File: src/rtl/div_controller.sv
// Sequencing FSM for the 10-bit restoring fixed-point divider datapath.
// Drives every datapath load/select/counter control and reports busy, done and sticky errors.
module div_controller #(
    parameter logic [4:0] WDOG_MAX = 5'd20
) (
    input  logic       clk,
    input  logic       rst_n,
    input  logic       start,
    input  logic       dvz,
    input  logic       ovf,
    input  logic       co_counter,
    input  logic       be,
    output logic       sclr,
    output logic       ld_counter,
    output logic       increace_counter,
    output logic       ld_B,
    output logic       ld_Q,
    output logic       ld_ACC,
    output logic [1:0] select_Q,
    output logic [1:0] select_ACC,
    output logic       busy,
    output logic       done,
    output logic       err_dvz,
    output logic       err_ovf
);

    localparam logic [1:0] SEL_ZERO  = 2'b00;
    localparam logic [1:0] SEL_LOAD  = 2'b01;
    localparam logic [1:0] SEL_SUB   = 2'b10;
    localparam logic [1:0] SEL_SHIFT = 2'b11;

    typedef enum logic [1:0] {IDLE, LOAD, CALC, DONE} state_t;

    state_t     state, state_nxt;
    logic [4:0] wdog_cnt, wdog_cnt_nxt;
    logic       err_dvz_nxt, err_ovf_nxt;
    logic [1:0] sel;

    always_ff @(posedge clk or negedge rst_n) begin
        if (!rst_n) begin
            state    <= IDLE;
            wdog_cnt <= '0;
            err_dvz  <= 1'b0;
            err_ovf  <= 1'b0;
        end else begin
            state    <= state_nxt;
            wdog_cnt <= wdog_cnt_nxt;
            err_dvz  <= err_dvz_nxt;
            err_ovf  <= err_ovf_nxt;
        end
    end

    always_comb begin
        state_nxt        = state;
        wdog_cnt_nxt     = wdog_cnt;
        err_dvz_nxt      = err_dvz;
        err_ovf_nxt      = err_ovf;
        sclr             = 1'b0;
        ld_counter       = 1'b0;
        increace_counter = 1'b0;
        ld_B             = 1'b0;
        ld_Q             = 1'b0;
        ld_ACC           = 1'b0;
        sel              = SEL_ZERO;
        busy             = 1'b0;
        done             = 1'b0;

        case (state)
            IDLE: begin
                if (start) begin
                    sclr        = 1'b1;
                    err_dvz_nxt = dvz;
                    err_ovf_nxt = 1'b0;
                    state_nxt   = dvz ? DONE : LOAD;
                end
            end
            LOAD: begin
                ld_B         = 1'b1;
                ld_Q         = 1'b1;
                ld_ACC       = 1'b1;
                ld_counter   = 1'b1;
                sel          = SEL_LOAD;
                busy         = 1'b1;
                wdog_cnt_nxt = '0;
                state_nxt    = CALC;
            end
            CALC: begin
                busy         = 1'b1;
                wdog_cnt_nxt = wdog_cnt + 5'd1;
                // An abort suppresses the iteration's register update entirely.
                if (ovf || (wdog_cnt == WDOG_MAX && !co_counter)) begin
                    err_ovf_nxt = 1'b1;
                    state_nxt   = DONE;
                end else begin
                    ld_Q             = 1'b1;
                    ld_ACC           = 1'b1;
                    increace_counter = 1'b1;
                    sel              = be ? SEL_SUB : SEL_SHIFT;
                    if (co_counter) state_nxt = DONE;
                end
            end
            DONE: begin
                done      = 1'b1;
                state_nxt = IDLE;
            end
            default: state_nxt = IDLE;
        endcase
    end

    assign select_Q   = sel;
    assign select_ACC = sel;

endmodule

File: config.mk
export PLATFORM = sky130hd
export DESIGN_NAME = div_controller
export DESIGN_NICKNAME = d
export VERILOG_FILES = /design/src/rtl/div_controller.sv
export SDC_FILE = /design/constraint.sdc
export NUM_CORES = 1
export LEC_CHECK = 0
export ABC_AREA = 0
export CORE_AREA = 2 2 39 41
export CTS_CLUSTER_DIAMETER = 50
export DETAILED_ROUTE_END_ITERATION = 8
export DIE_AREA = 0 0 41 43
export DONT_BUFFER_PORTS = 1
export PLACE_DENSITY = 0.59
export SYNTH_ARGS = -nofsm -noshare
export SYNTH_HDL_FRONTEND = slang
export SYNTH_SLANG_ARGS = --single-unit
File: constraint.sdc
create_clock -name clk -period 2 [get_ports clk]
set_input_delay 0.4 -clock clk [delete_from_list [all_inputs] [get_ports clk]]
set_output_delay 0.4 -clock clk [all_outputs]
set_load 0.02 [all_outputs]
# Word-level counts from Yosys, hierarchy flattened

Cells that the tools add are included.

Latch bits: 0
Bits in writable memories: 0
Flip-flop bits (word level): 9
Memories kept: 0
ROM bits: 0
Logic and storage cells: 42

Eq/ne operators: 7
Shifts and indexed selects: 0
Divide/modulo/power cells: 0
Bitwise gates (word level): 0
Multiply operators: 0
$add $sub $neg: 1
$lt $le $gt $ge: 0
Reduce and logical (&&, ||, !) cells: 10
Mux-type cells: 20

Operators with widths:

| operator                                                               | count |
|---|---|
| 1-bit two-way mux                                                      | 10 |
| 2-bit two-way mux                                                      | 5 |
| 5-bit one-hot mux with 2 select lines                                  | 1 |
| 2-bit one-hot mux with 4 select lines                                  | 1 |
| 5-bit by 1-bit adder with 5-bit output (second input constant)         | 1 |
| 5-bit equality test (second input constant)                            | 1 |
| 2-bit equality test (second input constant)                            | 2 |
| 2-bit != test (second input constant)                                  | 2 |
| 1-bit one-hot mux with 2 select lines                                  | 2 |
| 2-bit one-hot mux with 2 select lines                                  | 1 |
| 2-bit AND reduction                                                    | 2 |
| 2-bit nonzero test                                                     | 2 |
| 3-bit != test (second input constant)                                  | 1 |
| 3-bit AND reduction                                                    | 1 |
| 2-bit by 1-bit equality test with 1-bit output (second input constant) | 1 |
| 2-bit zero test                                                        | 1 |
| 2-bit OR reduction                                                     | 1 |
| 1-bit logical AND                                                      | 1 |
| 1-bit zero test                                                        | 1 |
| 1-bit logical OR                                                       | 1 |

# Longest topological paths before layout

Word-level depth: 5
Mapped depth: 6

# Worst setup path before layout

OpenSTA, ideal clock, no wires.

Path kind: reg-to-output
From: register state[0]
To: output port select_Q[0]
Arrival time: 1858 ps
Slack: -258 ps
Path buffers: 1
Cell stages (with the launch flop): 6
Data required time: 1600 ps
Cell sequence: dfrtp_1 inv_1 ha_1 inv_1 o41ai_2 buf_4

Word-level cells in the longest chain between the ends: 2
Elaborated cells between the ends (all ways): 3
Classes of those cells: 2 x eq/ne; 1 x mux

Ends and longest elaborated chain:

| what                                                                                         | line | RTL |
|---|---|---|
| start: declaration                                                                           | 34   | `state_t state, state_nxt;` |
| start signal: assignment                                                                     | 46   | `state <= state_nxt;` |
| 2-bit equality test / 2-bit by 1-bit equality test with 1-bit output (equally long branches) | 68   | `case (state)` |
| 2-bit one-hot mux with 2 select lines *                                                      | 68   |  |
| end: declaration                                                                             | 19   | `output logic [1:0] select_Q,` |

Every way passes the cells marked *; elsewhere a longest branch is shown, timed or not.

# Worst setup path after layout

From: register wdog_cnt[0]
To: output port select_ACC[0]

Word-level cells in the longest chain between the ends: 5

Ends and longest elaborated chain:

| what                                  | line | RTL |
|---|---|---|
| start: declaration                    | 35   | `logic [4:0] wdog_cnt, wdog_cnt_nxt;` |
| start signal: assignment              | 47   | `wdog_cnt <= wdog_cnt_nxt;` |
| 5-bit equality test                   | 91   | `if (ovf \|\| (wdog_cnt == WDOG_MAX && !co_counter)) begin` |
| 1-bit logical AND                     | 91   |  |
| 1-bit logical OR                      | 91   |  |
| 2-bit two-way mux                     | 91   |  |
| 2-bit one-hot mux with 2 select lines | 68   |  |
| end: declaration                      | 20   | `output logic [1:0] select_ACC,` |

Every way passes these cells.

==> run summary <==
The run finished, with violations left. The final reports fail on setup timing. Setup repair after global routing could not meet its margin everywhere.

The type of element launching the critical path is a register. The number of buffers added on ports came out at 0. Of the total synthesized cell area, the portion taken by AND, OR, NAND and NOR gates is 0.153.

The total clock buffers created by CTS came out at 3. The worst hold path belongs to the class in -> reg. In the global route stage, overall resource usage came out at 0.181. The compound-cell area share of the yosys netlist is 0.165. The count of unresolved DRC violations after routing came out at 0. OpenSTA, run right after detailed placement, puts the worst setup slack at slightly below 0.07 ns. The area of the core is 1380 sq um.

The number of antenna violations at the first check in global routing is 0. The ratio of cells with drive above 1 in the final layout came out at 0.410. For this run, the detailed router's first-pass iteration total came to 1. The largest single stage delay on the critical path is around 0.37 ns. The signal on the critical path passes through inv_2, ha_4, and4b_4, and2_4, o41ai_4, buf_6. The post-synthesis net count came out at 78.

The required time reported for the critical path endpoint is roughly 1.6 ns. Synthesis produced a netlist whose cell count is 65. The number of max-slew violations in the final report came out at 0.

The largest net degree at the start of global routing came out at 12. The worst flop-to-flop path startpoint is wdog_cnt[0]$_DFFE_PN0P_. The proportion of synthesized area in mux cells is 0.0673. The final-report hold violation count was 0. Including well taps, the total number of placed cells is between 80 and 90. Max-cap violations in this run came to 0. The number of flops mapped to enable cells by yosys is 0. The commonest cells after synthesis are 10 x inv_1, 9 x dfrtp_1, 9 x nand3_1, 6 x ha_1, 4 x buf_4. The clock transition at the registers of the reported paths is about 0.06 ns. The worst hold path begins at ovf.

The placed wire-length estimate is 892 um. The via density per instance is between 5 and 6. Setup violations remaining at the end of the flow were counted as 4. The finished cells cover 841 sq um.

The routed wirelength normalized by instance count came out at about 14 um. The post-route minimum period is just over 2 ns. The critical path is of the reg -> out type. The element type at the critical path end is an output port. The deepest clock path buffer count is 2. The upper clock frequency limit is about 490 MHz. Across all layers, the routed design uses 536 vias.

The clock tree skew after final layout is 0.00107 ns. The area of the die is 1760 sq um. The part of the cycle the worst path needs came out at 1.03. The die boundary height is roughly 43 um.

For this run, the number of Yosys warnings is 0. Ranked by total cell area, the synthesized netlist is headed by dfrtp_1 37%, ha_1 12%, nand3_1 7.3%. The average cell area after synthesis came out at between 9 and 10 sq um. Headroom to the max-slew limit came out at 0.716.

The total power per unit cell area came out at ~1800 nW/um^2. TritonCTS built the clock tree. In this run, the number of DRC markers left after iteration 0 of detailed routing was 0. The largest area contributor in the netlist is dfrtp_1. The number of levels the H-tree was split into came out at 1.

The final standard cell count with taps included and fillers excluded came out at 99. The effective utilization at floorplan is 0.443. The filler cells instantiated in the layout total 125. The final layout contains 97 nets. The top-area cell type share of the netlist area is 0.367. The final-layout setup total negative slack is -0.138 ns. After synthesis, the netlist uses 24 different library cells.

After synthesis the netlist holds a flip-flop and latch count of 9. The proportion of register bits with asynchronous set or reset after synthesis is 1.00. The clock latency on the worst-skew pair came out at about 0.26 ns. The final antenna-violating net count is 0. The area of the mapped netlist came out at ~610 sq um. STA puts the critical path data arrival time at 1.66 ns.

The post-route worst setup slack came out at -0.0588 ns. 0 antenna diodes ended up in the layout. For this run the aggregate overflow at the end of global routing stands at 0. The number of standard-cell rows in the floorplan is 14. The static leakage is just over 0.4 nW. The peak supply drop came out at between 0.0007 and 0.0008 V.

The maximum fanout count along the critical path is 2. The critical-path cell with the highest stage delay is dfrtp_1. The worst hold margin is around 0.29 ns.

The area growth from synthesis to layout is 37.1%. The launching instance or port of the critical path is wdog_cnt[0]$_DFFE_PN0P_. The most used flip-flop cell after synthesis is dfrtp_1.

The slew of the pin with the lowest slew margin came out at about 0.42 ns. The I/O pin total is 21. The clock drives 9 sinks. The fraction of the mapped netlist area in adder cells came out at 0.122. The die width is 41 um. The most frequent cell after synthesis is inv_1. The share of the yosys chip area belonging to registers is 0.367.

The first-pass GRT wire length came out at between 2 and 2.5 mm. The instance area after placement is approximately 700 sq um. For this block, the routed nets add up to between 1 and 1.5 mm of wire.

The synthesized-area fraction occupied by xor and xnor cells is 0. The final estimated routing congestion in global placement came out at 0.725. The number of global-route vias before repair came out at between 400 and 500.

The tree is rooted in a clkbuf_4. By area, the combinational part of the netlist is dominated by compound AO/OA/AOI/OAI gates.
==> state kept, by name, summed over array words and instances (netlist names) <==
name and count:
err_ovf 1, state 2, err_dvz 1, wdog_cnt 5
==> kinds of logic after synthesis <==
logic type | Yosys count
buf+inv | 16
flops | 9
fa+ha+maj | 6
compound gates | 13
simple gates | 17
mux | 4
==> final timing paths <==
path / endpoint / slack, ns / cells after the start
setup / recovery: select_ACC[0] / -0.06 / 6
hold / removal: err_ovf$_DFFE_PN0P_ / 0.29 / 1
setup reg to reg: state[0]$_DFFE_PN0P_ / 0.44 / 6
hold reg to reg: wdog_cnt[4]$_DFFE_PN0P_ / 0.54 / 2
max in group asynchronous: err_ovf$_DFFE_PN0P_ / 1.20 / 1
min in group asynchronous: wdog_cnt[1]$_DFFE_PN0P_ / 0.51 / 1
==> worst max-delay path: cells and delay by family (launching register included) <==
family                     cells  cell delay (ns)
AOI/OAI and AO/OA              1             0.29
adders and majority gates      1             0.14
buffers and inverters          2             0.25
and+or+nand+nor                2             0.34
DFF                            1             0.37
==> cells in the final DEF, fill, tap and decap left out, drive strengths merged, types with 2 or more instances in the layout <==
cell    count
buf        19
inv        10
nand3       9
dfrtp       9
ha          6
clkbuf      4
o21ai       3
mux2i       3
o221ai      2
nor2        2
and2        2
a21oi       2
==> layer usage <==
layer / track usage / up-vias / share of wire / wire [um]
met5: 0 / - / 0 / 0
met4: 0.0600 / 0 / 0.012 / 16
met3: 0.0628 / 2 / 0.080 / 108
met2: 0.266 / 20 / 0.48 / 649
met1: 0.241 / 255 / 0.43 / 574
li1: - / 259 / - / -
==> layout make-up <==
class | count | area, sq um | share of cell area
Multi-Input combinational cell | 40 | 368 | 0.438
Sequential cell | 9 | 225 | 0.268
Timing Repair Buffer | 20 | 164 | 0.195
Inverter | 10 | 37.5 | 0.0446
Clock buffer | 4 | 26.3 | 0.0313
Tap cell | 16 | 20.0 | 0.0238
==> power by group <==
group | internal (mW) | total [mW] | switching, mW
clock network | 0.0767 | 0.138 | 0.0614
registers | 0.241 | 0.308 | 0.0665
logic | 0.460 | 1.04 | 0.581
total | 0.778 | 1.49 | 0.709
==> per-stage QoR <==
| step | util | total power, mW |
|---|---|---|
| after global routing | 0.608 | 1.61 |
| after floorplan | - | 0.974 |
| after CTS | 0.584 | 1.43 |
| after detailed placement | 0.495 | 1.14 |
| final | 0.608 | 1.49 |
| after global placement | 0.495 | 1.13 |
==> what timing repair did <==
item | in CTS | in global routing
gates resized for setup | 10 | 2
pin swaps | 4 | 1
hold buffers | 1 | 0
buffers inserted | 7 | 3
setup endpoints to repair | 4 | 6
hold endpoints to repair | 9 | 0
Power figures use the tool's default switching activity.
